--- src/rtl/gberet_rom_loader.sv ---
// ROM download feeder for the Green Beret core: filters the HPS byte stream,
// queues it in a 2-entry FIFO and replays each byte as a paced ROM write.
module gberet_rom_loader #(
    parameter int          ROM_BYTES = 196608,
    parameter int          HOLD      = 4,
    parameter logic [7:0]  INDEX     = 8'd0
) (
    input  logic        clk48M,
    input  logic        reset,
    input  logic        dl_active,
    input  logic [7:0]  dl_index,
    input  logic [24:0] dl_addr,
    input  logic [7:0]  dl_data,
    input  logic        dl_wr,
    output logic        dl_wait,
    output logic [17:0] ROMAD,
    output logic [7:0]  ROMDT,
    output logic        ROMEN,
    output logic        core_hold,
    output logic        load_done,
    output logic [7:0]  checksum,
    output logic [15:0] reject_cnt
);

    localparam logic [1:0]  S_IDLE  = 2'd0;
    localparam logic [1:0]  S_LOAD  = 2'd1;
    localparam logic [1:0]  S_DRAIN = 2'd2;
    localparam logic [1:0]  S_DONE  = 2'd3;
    localparam logic [24:0] ADDR_LIMIT = 25'(ROM_BYTES);
    localparam logic [3:0]  HOLD_LAST  = 4'(HOLD - 1);

    logic [1:0]  state_q, state_d;
    logic [25:0] fifo_mem_q [2];
    logic        wr_ptr_q, wr_ptr_d;
    logic        rd_ptr_q, rd_ptr_d;
    logic [1:0]  count_q, count_d;
    logic [3:0]  hold_cnt_q, hold_cnt_d;
    logic        romen_q, romen_d;
    logic [17:0] romad_q, romad_d;
    logic [7:0]  romdt_q, romdt_d;
    logic [7:0]  checksum_q, checksum_d;
    logic [15:0] reject_q, reject_d;

    logic        sel, strobe_ok, in_range, fifo_full, push, reject, pop, stats_clear;
    logic [25:0] head;
    logic [7:0]  checksum_base;
    logic [15:0] reject_base;

    // Strobes only count while idle or loading; drain and done ignore the host.
    always_comb begin
        sel         = dl_active && (dl_index == INDEX);
        strobe_ok   = dl_wr && sel && ((state_q == S_IDLE) || (state_q == S_LOAD));
        in_range    = dl_addr < ADDR_LIMIT;
        fifo_full   = (count_q == 2'd2);
        push        = strobe_ok && in_range && !fifo_full;
        reject      = strobe_ok && !push;
        pop         = !romen_q && (count_q != 2'd0);
        stats_clear = (state_q == S_IDLE) && sel;
        head        = fifo_mem_q[rd_ptr_q];
    end

    always_comb begin
        state_d = state_q;
        case (state_q)
            S_IDLE:  if (sel) state_d = S_LOAD;
            S_LOAD:  if (!dl_active) state_d = S_DRAIN;
            S_DRAIN: if ((count_q == 2'd0) && !romen_q) state_d = S_DONE;
            default: state_d = S_IDLE;
        endcase
    end

    always_comb begin
        wr_ptr_d = push ? ~wr_ptr_q : wr_ptr_q;
        rd_ptr_d = pop  ? ~rd_ptr_q : rd_ptr_q;
        count_d  = count_q;
        case ({push, pop})
            2'b10:   count_d = count_q + 2'd1;
            2'b01:   count_d = count_q - 2'd1;
            default: count_d = count_q;
        endcase
    end

    // A pop starts a burst; the cycle after the last high cycle is the mandatory gap.
    always_comb begin
        romen_d    = romen_q;
        hold_cnt_d = hold_cnt_q;
        romad_d    = romad_q;
        romdt_d    = romdt_q;
        if (pop) begin
            romen_d    = 1'b1;
            hold_cnt_d = 4'd0;
            romad_d    = head[25:8];
            romdt_d    = head[7:0];
        end else if (romen_q) begin
            if (hold_cnt_q == HOLD_LAST) begin
                romen_d    = 1'b0;
                hold_cnt_d = 4'd0;
            end else begin
                hold_cnt_d = hold_cnt_q + 4'd1;
            end
        end
    end

    always_comb begin
        checksum_base = stats_clear ? 8'd0 : checksum_q;
        reject_base   = stats_clear ? 16'd0 : reject_q;
        checksum_d    = pop ? checksum_base + head[7:0] : checksum_base;
        reject_d      = (reject && (reject_base != 16'hFFFF)) ? reject_base + 16'd1 : reject_base;
    end

    always_ff @(posedge clk48M or posedge reset) begin
        if (reset) begin
            state_q    <= S_IDLE;
            wr_ptr_q   <= 1'b0;
            rd_ptr_q   <= 1'b0;
            count_q    <= 2'd0;
            hold_cnt_q <= 4'd0;
            romen_q    <= 1'b0;
            romad_q    <= 18'd0;
            romdt_q    <= 8'd0;
            checksum_q <= 8'd0;
            reject_q   <= 16'd0;
        end else begin
            state_q    <= state_d;
            wr_ptr_q   <= wr_ptr_d;
            rd_ptr_q   <= rd_ptr_d;
            count_q    <= count_d;
            hold_cnt_q <= hold_cnt_d;
            romen_q    <= romen_d;
            romad_q    <= romad_d;
            romdt_q    <= romdt_d;
            checksum_q <= checksum_d;
            reject_q   <= reject_d;
        end
    end

    // Storage needs no reset: an empty count makes stale entries unreachable.
    always_ff @(posedge clk48M) begin
        if (push) fifo_mem_q[wr_ptr_q] <= {dl_addr[17:0], dl_data};
    end

    assign dl_wait    = fifo_full;
    assign ROMAD      = romad_q;
    assign ROMDT      = romdt_q;
    assign ROMEN      = romen_q;
    assign core_hold  = (state_q != S_IDLE);
    assign load_done  = (state_q == S_DONE);
    assign checksum   = checksum_q;
    assign reject_cnt = reject_q;

endmodule

--- config.mk ---
export PLATFORM = sky130hd
export DESIGN_NAME = gberet_rom_loader
export DESIGN_NICKNAME = d
export VERILOG_FILES = /design/src/rtl/gberet_rom_loader.sv
export SDC_FILE = /design/constraint.sdc
export NUM_CORES = 1
export LEC_CHECK = 0
export ABC_CLOCK_PERIOD_IN_PS = 7030
export CORE_MARGIN = 3
export CORE_UTILIZATION = 30
export CTS_BUF_LIST = sky130_fd_sc_hd__clkbuf_8
export DETAILED_ROUTE_END_ITERATION = 7
export SKIP_CTS_REPAIR_TIMING = 1
export SYNTH_ARGS = -nofsm -noshare
export SYNTH_HDL_FRONTEND = slang
export SYNTH_SLANG_ARGS = --single-unit
--- constraint.sdc ---
create_clock -name clk48M -period 7.03 [get_ports clk48M]
set_clock_uncertainty 0.1 [all_clocks]
set_input_delay 1.406 -clock clk48M [delete_from_list [all_inputs] [get_ports clk48M]]
set_output_delay 1.406 -clock clk48M [all_outputs]
set_load 0.02 [all_outputs]
==> results by stage <==
Synth:
- The synthesis warning total is 0.
- Of the total synthesized cell area, the portion taken by XOR and XNOR cells is 0.0317.
- The proportion of synthesized flip-flops having asynchronous set or reset is 0.540.
- The netlist uses 45 different library cells.
- For this run, the leading register cell type out of synthesis is sky130_fd_sc_hd__dfrtp_1.
- The synthesized design spends more area on one cell type than any other, namely sky130_fd_sc_hd__edfxtp_1.
- The average cell area after synthesis is 12.3 sq um.
- The proportion of synthesized area in mux cells is 0.0777.
- By area the synthesized netlist is led by sky130_fd_sc_hd__edfxtp_1 (31%), sky130_fd_sc_hd__dfrtp_1 (31%), sky130_fd_sc_hd__mux2i_1 (4.8%), sky130_fd_sc_hd__ha_1 (3.8%), sky130_fd_sc_hd__nand2_1 (3.5%).
- The synthesized cell area is a little under 5000 sq um.
- The area fraction in and, or, nand and nor cells after synthesis is 0.135.
- Of the synthesized area, sequential elements account for 0.621.
- The post-synthesis net count is about 470.
- The adder-cell share of the synthesized area is 0.0418.
- The share of the synthesized area in compound gates (AO/OA/AOI/OAI) is 0.0697.
- Counting flops and latches in the post-synthesis netlist gives ~110.
- The proportion of netlist area held by the largest area contributor is 0.314.
- Synthesis produced a netlist whose cell count is 405.
- The number of flops mapped to enable cells by yosys is between 50 and 60.
- The largest family of logic cells by synthesized area is simple AND/OR/NAND/NOR gates.

Route:
- In the routed design, unresolved DRC markers number 0.
- The final antenna-violating net count is 0.
- The ratio of routed vias to standard cells is between 4 and 5.
- For this block, the initial DRC count from the detailed router was ~130.
- The aggregate routed wire length is around 12000 um.
- Detailed routing inserted a total of about 3500 vias.
- The first detailed-routing pass took 4 iterations.
- The final routed wire length divided by cell count is 15.8 um.

Critical path:
- The path type of the worst setup path is in2reg.
- The nature of the critical path startpoint is an input port.
- Among cell families on the critical path, the largest total delay comes from simple AND/OR/NAND/NOR gates.
- The library cell contributing the largest single delay on the critical path is sky130_fd_sc_hd__nand4_1.
- Data arrives at the worst endpoint at 4860 ps.
- The number of buffer and inverter instances along the worst setup path is 2.
- STA puts the critical path data required time at roughly 7300 ps.
- The worst setup path is captured at a flop.
- The largest single stage delay on the critical path is 570 ps.
- The peak fanout along the critical path is 13.
- Walking the worst path, the cells encountered are clkdlybuf4s50_1, nor4b_1, nand4_1, and2_1, ha_1, inv_1, fa_1, nor2b_1, o21ai_0, a21boi_0, or4_1, nand3_1.

Pwr:
- The share of total power dissipated in the clock network is 0.222.
- Summing internal, switching and leakage power gives between 0.002 and 0.0025 W.
- The maximum vdd ir drop is about 0.2 mV.
- The leakage component of the power is around 2.6 nW.
- Cell internal power was estimated by the tool at 0.00153 W.
- The share of total power dissipated in combinational logic is 0.401.
- Of the total power, registers draw 0.377.
- The net switching power is 0.000867 W.
- Dividing total power by cell area gives a power density of between 300 and 400 nW/um^2.
- The switching part of the total power is 0.362.

GRT:
- After global routing the overflow that remains totals 0.
- The number of global-route vias before repair is roughly 3700.
- Across every metal layer, demand over resource in global routing totals 0.133.
- The global-route wire length before repair is 18700 um.
- The pin count of the biggest net entering global routing is between 60 and 70.
- The number of antenna violations at the first check in global routing came to 0.

Clock tree:
- TritonCTS created 17 clock buffers.
- The CTS root buffer is sky130_fd_sc_hd__clkbuf_8.
- The register clock-pin slew on the reported worst setup and hold paths is ~70 ps.
- The CTS H-tree depth is 4.
- Clock latency on the worst-skew pair, taken at its later pin, is ~430 ps.
- The number of buffers on the longest clock path is 2.
- TritonCTS built the clock tree.
- The number of clock sinks is between 100 and 150.

Flow run:
- Max-cap violations in this run came to 0.

Timing:
- At the pin with the least slew margin, the transition time is a little under 1000 ps.
- Dividing the final minimum period by the clock period gives 0.655.
- The clock period could shrink to roughly 4600 ps.
- Setup violations remaining at the end of the flow were counted as 0.
- The achievable clock frequency is 0.217 GHz.
- In this run the tightest slew margin relative to its limit is 0.334.
- The number of pins exceeding their max-slew limit in the final report is 0.
- After routing, the total negative slack on setup checks comes to 0 ps.
- The final hold violation count is 0.
- Setup repair after global routing left no endpoint under its margin.

Die:
- For this configuration, the core starts out at a cell density of 0.310.
- After floorplanning, the core was divided into 46 placement rows.
- The vertical extent of the die is ~130 um.
- The floorplan die width is 135 um.
- slightly below 100 I/O pins were placed.
- After floorplanning, the core was sized to cover roughly 16000 sq um.
- The total die area is ~18000 sq um.

Cells and area:
- The net count of the finished layout is 576.
- In the layout the commonest cells are sky130_fd_sc_hd__clkdlybuf4s50_1 (98), sky130_fd_sc_hd__dfrtp_1 (61), sky130_fd_sc_hd__edfxtp_1 (52), sky130_fd_sc_hd__nand2_1 (46), sky130_fd_sc_hd__o21ai_0 (30).
- After routing the design area is ~6600 sq um.
- The final cell utilization of the core is 0.409.
- The area growth from synthesis to layout is 32.0%.
- The most common library cell in the layout ignoring fill and taps is sky130_fd_sc_hd__clkdlybuf4s50_1.
- The final instance count without filler cells is 744.
- The number of antenna diodes in the final layout is 0.
- The share of post-route cells with drive strength above 1 is 0.104.

Outcome:
- The flow ran to the end, and the final reports show no timing, DRC or antenna violations.

Placed design:
- The half-perimeter wire length after placement is approximately 8100 um.
- During placement, the flow inserted port buffers numbering 98.
- The final RePlAce weighted congestion is roughly 0.84.
- Including well taps, the total number of placed cells is 712.
- In this run the cell area measured after placement is between 6000 and 7000 sq um.

Worst hold path:
- The min-delay analysis places its worst path in the category reg2reg.
==> layer usage <==
metal | up-vias | GRT usage | share of wire
met1 | 1704 | 0.154 | 0.42
met2 | 111 | 0.217 | 0.48
li1 | 1691 | - | -
met5 | - | 0 | 0
met3 | 20 | 0.0604 | 0.085
met4 | 0 | 0.0509 | 0.022
==> layout make-up <==
class	count	area (sq um)
inverter	17	63.8
multi-input combinational	261	1770
clock buffer	17	234
timing repair buffer	105	1030
fill	1515	9490
sequential	113	3090
clock inverter	15	106
tap	216	270
==> state kept, by name, indices dropped and copies added, names as in the netlist <==
name        cells
fifo_mem_q     52
ROMAD          18
reject_cnt     16
ROMDT           8
checksum        8
hold_cnt_q      4
count_q         2
state_q         2
ROMEN           1
rd_ptr_q        1
wr_ptr_q        1
==> synth_stat cells, drive strengths merged (3+ instances only) <==
cell and number:
a21oi 7, and2 7, buf 3, clkbuf 11, dfrtp 61, edfxtp 52
ha 15, inv 17, mux2 13, mux2i 24, nand2 46, nand2b 5
nand3 12, nand4 6, nor2 22, nor3 6, nor4 9, nor4b 3
o21ai 30, or3 5, or4 5, xnor2 14, xor2 4
==> stage by stage <==
stage	hold slack (ps)	setup slack (ps)
floorplan	360	2490
global route	428	2160
detailed placement	374	1990
global placement	366	2150
CTS	396	2470
finish	389	2420
==> cells by family (layout without fill, tap and decap cells) <==
family,after synthesis,after routing
multiplexers,37,37
buffers and inverters,31,154
AND/OR/NAND/NOR,133,133
XOR/XNOR,18,18
AO/OA/AOI/OAI,57,57
adder cells (fa/ha/maj),16,16
flip-flops,113,113
==> power by group through the flow <==
stage	clock (W)	sequential, W	combinational [W]
2_1_floorplan	0	0.00102	0.000479
3_3_place_gp	0	0.000912	0.000945
3_5_place_dp	0	0.000915	0.000969
4_1_cts	0.000554	0.000906	0.000976
5_1_grt	0.000584	0.000921	0.00106
6_report	0.000533	0.000903	0.000960
==> worst reg2reg max path, cell delays in order (launching register included) <==
cell and delay [ps]:
sky130_fd_sc_hd__dfrtp_1 420, sky130_fd_sc_hd__inv_1 110, sky130_fd_sc_hd__ha_1 250, sky130_fd_sc_hd__nand4_1 380, sky130_fd_sc_hd__nand2_1 160, sky130_fd_sc_hd__inv_1 100
sky130_fd_sc_hd__ha_1 190, sky130_fd_sc_hd__nand3_1 120, sky130_fd_sc_hd__nor4_1 870, sky130_fd_sc_hd__nor4_1 180, sky130_fd_sc_hd__nand3_1 170, sky130_fd_sc_hd__mux2i_1 200
==> worst paths after layout <==
kind | start | endpoint | slack [ps] | depth (start not counted)
setup reg to reg | state_q[0]$_DFFE_PP0P_ | reject_cnt[6]$_DFF_PP0_ | 3700 | 11
setup / recovery | dl_active | checksum[6]$_DFF_PP0_ | 2420 | 12
min in group asynchronous | reset | reject_cnt[9]$_DFF_PP0_ | 1440 | 3
max in group asynchronous | reset | checksum[4]$_DFF_PP0_ | 4810 | 3
hold / removal | ROMAD[8]$_DFFE_PP0P_ | ROMAD[8]$_DFFE_PP0P_ | 390 | 2
hold reg to reg | ROMAD[8]$_DFFE_PP0P_ | ROMAD[8]$_DFFE_PP0P_ | 390 | 2
Power figures use the tool's default switching activity.
